**src/rtl/ascensor_pkg.sv**
```systemverilog
// ascensor_pkg: button index map, button count and per-floor request masks
package ascensor_pkg;
    localparam int N_BOTONES = 13;
    localparam int N_PISOS   = 5;
    localparam int BTN_PISO1  = 0;
    localparam int BTN_PISO2  = 1;
    localparam int BTN_PISO3  = 2;
    localparam int BTN_PISO4  = 3;
    localparam int BTN_PISO5  = 4;
    localparam int BTN_SUBIR1 = 5;
    localparam int BTN_SUBIR2 = 6;
    localparam int BTN_BAJAR2 = 7;
    localparam int BTN_SUBIR3 = 8;
    localparam int BTN_BAJAR3 = 9;
    localparam int BTN_SUBIR4 = 10;
    localparam int BTN_BAJAR4 = 11;
    localparam int BTN_BAJAR5 = 12;
    // Entry k selects the cabin and hall buttons that belong to floor k+1
    localparam logic [N_PISOS-1:0][N_BOTONES-1:0] MASK_PISO = {
        13'h1010,
        13'h0C08,
        13'h0304,
        13'h00C2,
        13'h0021
    };
endpackage

```
**src/rtl/antirrebote.sv**
```systemverilog
// antirrebote: one-bit synchronizer, tick-sampled debouncer and rising-edge pulse
//   clk, reset : clock, async active-high reset
//   tick       : debounce sample strobe shared by all bits
//   raw        : asynchronous button input
//   level      : debounced level
//   pulse      : one-cycle pulse per accepted 0->1 change
module antirrebote #(
    parameter int DB_SAMPLES = 10
) (
    input  logic clk,
    input  logic reset,
    input  logic tick,
    input  logic raw,
    output logic level,
    output logic pulse
);
    localparam int CW = $clog2(DB_SAMPLES + 1);

    logic          meta;
    logic          sync;
    logic          level_d;
    logic [CW-1:0] cnt;

    always_ff @(posedge clk or posedge reset) begin
        if (reset) begin
            meta    <= 1'b0;
            sync    <= 1'b0;
            level   <= 1'b0;
            level_d <= 1'b0;
            pulse   <= 1'b0;
            cnt     <= '0;
        end else begin
            meta    <= raw;
            sync    <= meta;
            level_d <= level;
            pulse   <= level & ~level_d;
            // Any sample agreeing with the current level restarts the count
            if (tick) begin
                if (sync == level) begin
                    cnt <= '0;
                end else if (cnt == CW'(DB_SAMPLES - 1)) begin
                    level <= ~level;
                    cnt   <= '0;
                end else begin
                    cnt <= cnt + 1'b1;
                end
            end
        end
    end
endmodule

```
**src/rtl/botones_llamada.sv**
```systemverilog
// botones_llamada: debounces the 13 call buttons and keeps sticky service requests
//   clk, reset : clock, async active-high reset
//   btn_raw    : raw asynchronous buttons
//   clear      : per-bit request clear from the controller
//   btn_level  : debounced levels
//   btn_pulse  : one-cycle press pulses
//   req        : sticky request latches
//   req_piso   : per-floor OR of req
//   any_req    : OR of all requests
module botones_llamada
    import ascensor_pkg::*;
#(
    parameter int TICK_DIV   = 100_000,
    parameter int DB_SAMPLES = 10
) (
    input  logic                 clk,
    input  logic                 reset,
    input  logic [N_BOTONES-1:0] btn_raw,
    input  logic [N_BOTONES-1:0] clear,
    output logic [N_BOTONES-1:0] btn_level,
    output logic [N_BOTONES-1:0] btn_pulse,
    output logic [N_BOTONES-1:0] req,
    output logic [N_PISOS-1:0]   req_piso,
    output logic                 any_req
);
    localparam int TW = (TICK_DIV > 1) ? $clog2(TICK_DIV) : 1;

    logic [TW-1:0] tcnt;
    logic          tick;

    assign tick = (tcnt == TW'(TICK_DIV - 1));

    always_ff @(posedge clk or posedge reset) begin
        if (reset) begin
            tcnt <= '0;
            req  <= '0;
        end else begin
            tcnt <= tick ? '0 : tcnt + 1'b1;
            // A press arriving with a clear wins so it is never lost
            req  <= (req & ~clear) | btn_pulse;
        end
    end

    for (genvar i = 0; i < N_BOTONES; i++) begin : g_btn
        antirrebote #(.DB_SAMPLES(DB_SAMPLES)) u_ar (
            .clk   (clk),
            .reset (reset),
            .tick  (tick),
            .raw   (btn_raw[i]),
            .level (btn_level[i]),
            .pulse (btn_pulse[i])
        );
    end

    for (genvar k = 0; k < N_PISOS; k++) begin : g_piso
        assign req_piso[k] = |(req & MASK_PISO[k]);
    end

    assign any_req = |req;
endmodule

```
**config.mk**
```make
export PLATFORM = sky130hd
export DESIGN_NAME = botones_llamada
export DESIGN_NICKNAME = d
export VERILOG_FILES = /design/src/rtl/ascensor_pkg.sv /design/src/rtl/antirrebote.sv /design/src/rtl/botones_llamada.sv
export SDC_FILE = /design/constraint.sdc
export NUM_CORES = 1
export LEC_CHECK = 0
export BUFFER_PORTS_ARGS = -buffer_cell sky130_fd_sc_hd__clkbuf_2
export CAP_MARGIN = 20
export CELL_PAD_IN_SITES_DETAIL_PLACEMENT = 1
export CELL_PAD_IN_SITES_GLOBAL_PLACEMENT = 1
export CORE_MARGIN = 5
export CORE_UTILIZATION = 42
export DETAILED_ROUTE_END_ITERATION = 7
export PLACE_DENSITY = 0.83
export RECOVER_POWER = 100
export SYNTH_ARGS = -nofsm -noshare
export SYNTH_HDL_FRONTEND = slang
export SYNTH_SLANG_ARGS = --single-unit
```
**constraint.sdc**
```tcl
create_clock -name clk -period 4.2 [get_ports clk]
set_input_delay 0.42 -clock clk [delete_from_list [all_inputs] [get_ports clk]]
set_output_delay 0.42 -clock clk [all_outputs]
set_load 0.005 [all_outputs]
```
==> results.yml <==
die:
  dieArea_sq_mm: 0.0185
  die_h_um: 136
  coreArea_sq_mm: 0.0157
  num_rows: 46
  fp.dieW_um: 136
  start_util_pct: 42.5
  io_pins: 73
drt:
  via_count: 4576
  viasPerCell: 5.30
  drt_wl_total_um: 15000
  drt_iter0_drc: 235
  wl_per_cell_um: 17.3
  remaining_drc_errors: 0
  firstDrtPassIters: 5
  ant_nets: 0
synth:
  yosysSeqAreaShare_pct: 55.1
  ys_types: 41
  yosys-top-cells-area: "dfrtp_1, ha_1, buf_4, o21ai_0, nand3_1"
  yosysWarnings: 0
  synth_nets: 639
  yosys.area.top_type: "dfrtp_1"
  postSynthAreaPerCell_sq_um: 11.4
  synthCells: 584
  syn-cell-area_sq_mm: 0.00667
  synth_top_cell_area_share_pct: 55.1
  ys_ff_latch: 147
cells_and_area:
  n_antenna_cell: 0
  syn_to_final_growth_pct: 12.8
  multiInputGateArea_sq_mm: 0.00249
  drive_gt1_share_pct: 15.1
  fin_cells: 864
  stdcell_area_sq_mm: 0.00753
  final-seq-area_sq_mm: 0.00368
  nFillCells: 1706
  nets: 690
sta:
  setup_slack_ps: 1140
  period_minus_slack_ps: 3060
  setup_viol: 0
  worst_pin_slew_ps: 1780
  slew_viol_final: 70
  maxSlewHeadroom_pct: -18.5
  tns_ps: 0
  fin_hold_ws_ps: 90.3
  fmax_mhz: 327
  finalClockSkew_ps: 15.2
  hold_viol: 0
  period_share_pct: 72.8
  rsz0062_at_grt: "no"
clock_tree:
  clk_latency_ps: 430
  clock-sinks: 147
  clockBufferDepth: 2
  postCtsSetupRepairBufs: 0
  cts_resized: 0
  cts_buffers: 17
  cts_hold_buf: 0
  tritoncts: "yes"
  clockRootBuffer: "clkbuf_16"
  path_clk_slew_ps: 60
  htreeDepth: 4
run_status:
  status: "finished, violations left"
  violations: "capacitance limit, slew limit"
power_and_ir_drop:
  power_density_mw_per_mm2: 397
  p_leak_nw: 3.61
  vdd_drop_max_mv: 0.290
critical_path:
  startpoint: "tcnt[0]"
  end_kind: "flop"
  cp_max_fo: 40
  worst_ep_arrival_time_ps: 3360
  required_ps: 4500
  crit_type: "flop to flop"
  r2r_start: "tcnt[0]"
  cp-start-kind: "flop"
global_route:
  grt_max_degree: 97
  grt_pass1_wl_um: 25900
  antenna_found_initial: 0
  grt-ovfl-total: 0
  grt_pass1_vias: 5230
  track_usage_pct: 17.6
place:
  gp_congestion: 0.764
  dp.cells: 832
  placed_area_sq_mm: 0.00704
  dp_hpwl_um: 9850
  pre_cts_slack_ps: 1650
  placement.io_buffers: 72
run:
  drv_cap: 2
min_path:
  worstHoldStart: "btn_raw[8]"
  hp-class: "input pin to flop"
## critical path, cell delays in order, from the launching register on
cell,delay (ps)
dfrtp_1,390
ha_1,280
and4b_1,250
nand3_1,90
buf_4,290
nor2_1,630
clkbuf_1,590
mux2_2,410
## registers in the layout (all words and copies together) (netlist names)
register and cells:
tcnt 17, req 13, g_btn.u_ar.level_d 13, g_btn.u_ar.meta 13
g_btn.u_ar.level 13, g_btn.u_ar.pulse 13, g_btn.u_ar.cnt 52, g_btn.u_ar.sync 13
## where the power goes
group	internal [mW]	switching (mW)
combinational	0.0195	0.0455
clock	0.917	0.570
sequential	1.43	0.00692
## cells in the mapped netlist
master	number
ha_1	27
mux2_2	10
nand4b_1	12
buf_2	8
nor4_1	3
clkbuf_2	1
a211oi_1	7
or3_1	5
and3b_1	13
o21ai_0	43
nor2b_1	15
and4_4	1
a21o_1	13
nor3_1	15
buf_6	2
or2_2	2
and2_1	1
dfrtp_1	147
nor4_4	1
nand2b_1	20
and4b_1	1
o311ai_2	1
clkbuf_1	3
nor3b_1	5
and3_1	3
nand3b_1	1
buf_4	29
o22ai_1	7
xor2_1	7
xnor2_1	21
nand4_1	5
inv_1	36
nand3_2	5
nand2_1	6
nand3_1	42
buf_12	2
o21ai_1	7
nor2_1	28
mux2_4	5
o31ai_1	23
or4b_2	1
## metal layers
layer | vias up | wire length, um | GRT usage (%)
met5 | - | 0 | 0
met4 | 0 | 282 | 7.00
met3 | 18 | 512 | 4.40
met2 | 75 | 8040 | 31.1
met1 | 2366 | 6140 | 20.4
li1 | 2117 | - | -
## cell families after synthesis
logic type / count (synthesis) / synth area share [%]
xor gates and xnor gates: 28 / 3.68
AOI/OAI and AO/OA: 101 / 9.49
muxes: 15 / 2.81
DFF: 147 / 55.1
and+or+nand+nor: 185 / 16.7
adders and majority gates: 27 / 5.06
buffers and inverters: 81 / 7.07
## cells in the final DEF (no fill, tap or decap), drive strengths merged, types with 4 or more instances in the layout
cell / synthesis / final
nor2: 28 / 28
ha: 27 / 27
o22ai: 7 / 7
a21o: 13 / 13
nor3b: 5 / 5
nand2b: 20 / 20
nand4b: 12 / 12
dfrtp: 147 / 147
nand3: 47 / 47
xnor2: 21 / 21
inv: 36 / 35
nand2: 6 / 6
a211oi: 7 / 7
mux2: 15 / 15
xor2: 7 / 7
clkbuf: 4 / 97
clkinv: 0 / 5
nor4: 4 / 4
nor2b: 15 / 15
nor3: 15 / 15
nand4: 5 / 5
o31ai: 23 / 23
o21ai: 50 / 50
and3b: 13 / 13
or3: 5 / 5
## layout make-up
class | count | share of cell area (%)
Sequential cell | 147 | 48.9
Multi-Input combinational cell | 356 | 33.1
Clock buffer | 23 | 6.35
Timing Repair Buffer | 77 | 4.90
Tap cell | 216 | 3.59
Inverter | 36 | 1.81
Clock inverter | 9 | 1.38
## stage by stage
stage / util, % / total power, mW
finish: 47.9 / 2.99
global route: 47.9 / 3.10
CTS: 48.5 / 3.03
detailed placement: 44.8 / 1.53
global placement: 44.7 / 1.52
floorplan: - / 1.50
## final timing paths
kind                       slack (ps)  cells after the start               endpoint
max in group asynchronous        1730                      4   g_btn[8].u_ar.cnt[2]
hold / removal                     90                      1     g_btn[8].u_ar.meta
setup / recovery                 1140                      7  g_btn[11].u_ar.cnt[0]
setup reg to reg                 1140                      7  g_btn[11].u_ar.cnt[0]
hold reg to reg                   340                      0     g_btn[1].u_ar.sync
min in group asynchronous         100                      2                 req[0]
No activity file was read; power rests on OpenSTA's default activity.
